## src/rtl/rr_grant_arbiter_pkg.sv

```systemverilog
// rtl/rr_grant_arbiter_pkg.sv - shared constants and state encoding for the round-robin grant arbiter
package rr_grant_arbiter_pkg;

    localparam int NUM_REQ = 8;
    localparam int IDX_W   = 3;
    localparam int HOLD_W  = 8;

    typedef enum logic {
        IDLE  = 1'b0,
        GRANT = 1'b1
    } state_e;

endpackage

```

## src/rtl/onehot_dec_3to8.sv

```systemverilog
// rtl/onehot_dec_3to8.sv - combinational 3-bit index to 8-bit one-hot decode
module onehot_dec_3to8
    import rr_grant_arbiter_pkg::*;
(
    input  logic [IDX_W-1:0]   idx_i,
    output logic [NUM_REQ-1:0] onehot_o
);

    assign onehot_o = NUM_REQ'(1) << idx_i;

endmodule

```

## src/rtl/rr_grant_arbiter.sv

```systemverilog
// rtl/rr_grant_arbiter.sv - 8-way round-robin arbiter with registered one-hot grant and hold timeout
module rr_grant_arbiter
    import rr_grant_arbiter_pkg::*;
(
    input  logic               clk,
    input  logic               reset,
    input  logic [NUM_REQ-1:0] req,
    input  logic [HOLD_W-1:0]  max_hold,
    output logic [NUM_REQ-1:0] grant,
    output logic [IDX_W-1:0]   grant_idx,
    output logic               grant_valid,
    output logic               timeout
);

    state_e              state_q, state_d;
    logic [HOLD_W-1:0]   cnt_q, cnt_d;
    logic [IDX_W-1:0]    last_idx_q, last_idx_d;
    logic [IDX_W-1:0]    grant_idx_q, grant_idx_d;
    logic [NUM_REQ-1:0]  grant_q, grant_d;
    logic                grant_valid_q, grant_valid_d;
    logic                timeout_q, timeout_d;

    logic                win_found;
    logic [IDX_W-1:0]    win_idx;
    logic [NUM_REQ-1:0]  win_onehot;
    logic                held_req;
    logic                hold_last;

    // Circular search starting just after the previous winner; i == NUM_REQ wraps back to it.
    always_comb begin
        logic [IDX_W-1:0] cand;
        win_found = 1'b0;
        win_idx   = last_idx_q;
        for (int i = 1; i <= NUM_REQ; i++) begin
            cand = last_idx_q + IDX_W'(i);
            if (!win_found && req[cand]) begin
                win_found = 1'b1;
                win_idx   = cand;
            end
        end
    end

    onehot_dec_3to8 u_dec (
        .idx_i    (win_idx),
        .onehot_o (win_onehot)
    );

    assign held_req  = req[grant_idx_q];
    assign hold_last = (max_hold != '0) && (cnt_q == max_hold - HOLD_W'(1));

    always_ff @(posedge clk or posedge reset) begin
        if (reset) begin
            state_q       <= IDLE;
            cnt_q         <= '0;
            last_idx_q    <= IDX_W'(NUM_REQ - 1);
            grant_idx_q   <= '0;
            grant_q       <= '0;
            grant_valid_q <= 1'b0;
            timeout_q     <= 1'b0;
        end else begin
            state_q       <= state_d;
            cnt_q         <= cnt_d;
            last_idx_q    <= last_idx_d;
            grant_idx_q   <= grant_idx_d;
            grant_q       <= grant_d;
            grant_valid_q <= grant_valid_d;
            timeout_q     <= timeout_d;
        end
    end

    always_comb begin
        state_d = state_q;
        case (state_q)
            IDLE:    if (win_found) state_d = GRANT;
            GRANT:   if (!held_req || hold_last) state_d = IDLE;
            default: state_d = IDLE;
        endcase
    end

    always_comb begin
        cnt_d         = cnt_q;
        last_idx_d    = last_idx_q;
        grant_idx_d   = grant_idx_q;
        grant_d       = grant_q;
        grant_valid_d = grant_valid_q;
        timeout_d     = 1'b0;
        case (state_q)
            IDLE: begin
                if (win_found) begin
                    grant_idx_d   = win_idx;
                    last_idx_d    = win_idx;
                    grant_d       = win_onehot;
                    grant_valid_d = 1'b1;
                    cnt_d         = '0;
                end else begin
                    grant_d       = '0;
                    grant_valid_d = 1'b0;
                end
            end
            GRANT: begin
                // A dropped request wins over a simultaneous timeout: no pulse in that case.
                if (!held_req) begin
                    grant_d       = '0;
                    grant_valid_d = 1'b0;
                end else if (hold_last) begin
                    grant_d       = '0;
                    grant_valid_d = 1'b0;
                    timeout_d     = 1'b1;
                end else if (cnt_q != '1) begin
                    cnt_d = cnt_q + HOLD_W'(1);
                end
            end
            default: begin
                grant_d       = '0;
                grant_valid_d = 1'b0;
            end
        endcase
    end

    assign grant       = grant_q;
    assign grant_idx   = grant_idx_q;
    assign grant_valid = grant_valid_q;
    assign timeout     = timeout_q;

endmodule

```

## config.mk

```make
export PLATFORM = sky130hd
export DESIGN_NAME = rr_grant_arbiter
export DESIGN_NICKNAME = d
export VERILOG_FILES = /design/src/rtl/rr_grant_arbiter_pkg.sv /design/src/rtl/onehot_dec_3to8.sv /design/src/rtl/rr_grant_arbiter.sv
export SDC_FILE = /design/constraint.sdc
export NUM_CORES = 1
export LEC_CHECK = 0
export CAP_MARGIN = 20
export CORE_MARGIN = 2
export CORE_UTILIZATION = 52
export CTS_BUF_LIST = sky130_fd_sc_hd__clkbuf_8
export DETAILED_ROUTE_END_ITERATION = 16
export HOLD_SLACK_MARGIN = 0.02
export PLACE_DENSITY = 0.78
export SLEW_MARGIN = 20
export SYNTH_ARGS = -nofsm -noshare
export SYNTH_HDL_FRONTEND = slang
export SYNTH_SLANG_ARGS = --single-unit
```

## constraint.sdc

```tcl
create_clock -name clk -period 3.4 [get_ports clk]
set_input_delay 0.51 -clock clk [delete_from_list [all_inputs] [get_ports clk]]
set_output_delay 0.51 -clock clk [all_outputs]
set_load 0.02 [all_outputs]
```

==> flow_metrics.py <==
metrics = {
    "synth": {
        "synth_top_area_cell": "dfrtp_1",
        "synth_edf_count": 0,
        "mappedNetlistNets": 275,
        "synthTopCellsByCount": "dfrtp_1, nand2_1, mux4_2, mux2i_1, xnor2_1",
        "postSynthAreaPerCell_sq_um": 9.85,
        "async_reset_ff_share_pct": 100,
        "yosys.cell_count.top_type": "dfrtp_1",
        "ys_types": 60,
        "syn_inst": 252,
        "ys.flop_type": "dfrtp_1",
        "synthTopCellsByArea": "dfrtp_1, mux4_2, mux2i_1",
        "ys_seq_area_share_pct": 25.4,
        "ys_seq_elements": 25,
        "synth_top_area_share_pct": 22.2,
        "synth_warnings": 0,
        "synth.cell_area_sq_mm": 0.00248,
    },
    "clocking": {
        "cts_tree": "built",
        "holdBufCountCts": 0,
        "post_cts_buffers": 0,
        "cts_buffers": 3,
        "cts.sinks": 25,
        "cts-root-buf": "clkbuf_8",
        "clk_pin_slew_ns": 0.08,
        "cts_resized": 0,
        "clock_path_buffers": 2,
        "cts_max_level": 1,
        "clkLatencyLatePin_ns": 0.27,
    },
    "sta": {
        "setup_violations": 0,
        "slew_headroom_pct": 40.7,
        "worst_slew_pin_slew_ns": 0.890,
        "finalCriticalPeriod_ns": 3.20,
        "finalSetupTns_ns": 0,
        "hold_viol": 0,
        "fmax_mhz": 312,
        "finalCritPeriodShare_pct": 94.2,
        "drv_slew": 0,
        "fin_skew_ns": 0.00366,
        "rsz0062_at_grt": "false",
    },
    "floorplan": {
        "ios": 31,
        "dieWidth_um": 73.1,
        "core_area_sq_mm": 0.00466,
        "num_rows": 25,
        "dieArea_sq_mm": 0.00534,
        "initial_utilization_pct": 53.3,
        "die_h_um": 73.1,
    },
    "run": {
        "drv_cap": 0,
    },
    "pwr": {
        "cellPowerDensity_mw_per_mm2": 1100,
        "p_comb_share_pct": 79.7,
        "swShare_pct": 47.0,
        "intPower_mw": 1.73,
        "p_seq_share_pct": 15.0,
        "power_mw": 3.27,
        "p_sw_mw": 1.54,
        "ir_drop_mv": 1.08,
        "power.leakage_nw": 1.20,
        "clkPwrFrac_pct": 5.3,
    },
    "critical_path": {
        "r2r_slack_ns": 0.20,
        "r2r_end": "grant[0]",
        "slowest_stage": "dfstp_2",
        "crit_path_end_kind": "register",
        "crit_path_start_kind": "register",
        "slowest_delay_ns": 0.53,
        "crit_arrival_ns": 3.37,
        "critPathMaxFanout": 27,
        "startpoint": "last_idx_q[1]",
        "crit_family": "multiplexers",
        "critPathKind": "reg2reg",
        "worstRegToRegCells": 10,
        "r2r-start": "last_idx_q[1]",
        "worstPathRequired_ns": 3.56,
        "crit_chain": "inv_1 > ha_1 > buf_12 > mux2_2 > mux4_2 > and2_0 > o21a_1 > o32ai_4 > nand2_2 > a32o_1",
        "critPathBufInv": 2,
    },
    "routing": {
        "drt-initial-drc-count": 177,
        "ant_nets": 0,
        "totalWireLength_um": 5690,
        "viasPerCell": 6.22,
        "drt_first_pass_iters": 5,
        "drc": 0,
        "num_vias": 2132,
        "wl_per_cell_um": 16.6,
    },
    "run_status": {
        "status": "completed",
    },
    "cells_and_area": {
        "final_nets": 313,
        "instances_no_fill": 343,
        "area_growth_pct": 19.2,
        "antennaDiodeCount": 0,
        "final.fill_count": 371,
        "final_layout_size_suffix_gt1_share_pct": 22.8,
    },
    "global_routing": {
        "overflow": 0,
        "grt_max_degree": 28,
        "grt_usage_pct": 22.5,
        "grt_pass1_vias": 1992,
        "grt_pass1_wl_um": 9540,
        "antenna_found_initial": 0,
    },
    "placement": {
        "dpl.hpwl_um": 4430,
        "dp_cells": 339,
        "port_buffers": 30,
        "gp_congestion": 0.886,
    },
    "worst_hold_path": {
        "hold_path_depth": 1,
        "min_to": "grant_valid",
        "hp-start": "grant_valid",
        "hp-class": "reg2reg",
    },
}
## stage by stage
step                      cell area (sq um)  utilization [%]  hold slack [ns]  setup slack (ns)
after floorplan                        2480                -            0.535             0.133
after global placement                 2910             62.5            0.481            0.0910
after detailed placement               2910             62.5            0.470            0.0353
after CTS                              2960             63.5            0.489             0.198
after global routing                   2960             63.5            0.518            0.0189
final                                  2960             63.5            0.489             0.198
## kinds of logic after synthesis
group	after synthesis	share of synthesized area [%]
AO/OA/AOI/OAI	56	16.8
XOR/XNOR	21	7.71
adder cells (fa/ha/maj)	5	2.52
buffers and inverters	28	5.39
flip-flops	25	25.4
multiplexers	44	27.3
AND/OR/NAND/NOR	73	14.9
## flip-flops by register name (all words and copies together) (netlist names)
| signal | count |
|---|---|
| cnt_q | 8 |
| grant | 8 |
| grant_idx | 3 |
| grant_valid | 1 |
| last_idx_q | 3 |
| state_q | 1 |
| timeout | 1 |
## layer usage
metal / track usage (%) / vias to the layer above / part of all wire [%]
li1: - / 1030 / -
met1: 34.0 / 1028 / 46
met2: 34.6 / 70 / 48
met3: 3.73 / 4 / 6.1
met4: 3.09 / 0 / 0.63
met5: 0 / - / 0
## power groups by stage
| stage | Sequential, mW | Clock, mW | Combinational, mW |
|---|---|---|---|
| 2_1_floorplan | 0.499 | 0 | 2.00 |
| 3_3_place_gp | 0.493 | 0 | 2.54 |
| 3_5_place_dp | 0.497 | 0 | 2.59 |
| 4_1_cts | 0.492 | 0.177 | 2.60 |
| 5_1_grt | 0.502 | 0.193 | 2.82 |
| 6_report | 0.490 | 0.174 | 2.60 |
## worst max path at each step
stage | slack (ns) | cells after the start | to
5_1_grt | 0.02 | 10 | grant[5]
6_report | 0.20 | 10 | grant[0]
3_3_place_gp | 0.09 | 9 | grant[2]
3_5_place_dp | 0.04 | 9 | grant[2]
2_1_floorplan | 0.13 | 12 | grant[0]
4_1_cts | 0.20 | 9 | grant_idx[0]
## layout by cell type (no fill, tap or decap), types with 2 or more instances in the layout
cell type / instances
a31oi_1: 4
clkbuf_8: 3
clkdlybuf4s50_1: 30
nand4_1: 4
nor2b_1: 4
inv_1: 12
mux2_4: 2
dfrtp_1: 22
a211oi_1: 2
o211ai_1: 2
mux2i_1: 15
a311oi_1: 2
a32o_1: 3
nand2b_1: 3
nand3_1: 10
o21ai_1: 8
o2111ai_1: 2
xnor2_1: 13
o21ai_0: 6
nand2_1: 21
dfstp_2: 3
or2_2: 2
xor2_1: 7
mux2_2: 9
ha_1: 5
a22oi_1: 3
a31o_2: 2
mux4_2: 17
buf_4: 17
nor2_1: 10
and2_1: 2
nor3_1: 7
a21oi_1: 9
## layout make-up
cell class	instances	area, sq um	share of cell area (%)
Clock inverter	1	5.00	0.169
Clock buffer	3	41.3	1.40
Sequential cell	25	629	21.3
Timing Repair Buffer	48	448	15.1
Multi-Input combinational cell	199	1720	58.1
Inverter	13	48.8	1.65
Tap cell	54	67.6	2.28
No activity file was read; power rests on OpenSTA's default activity.
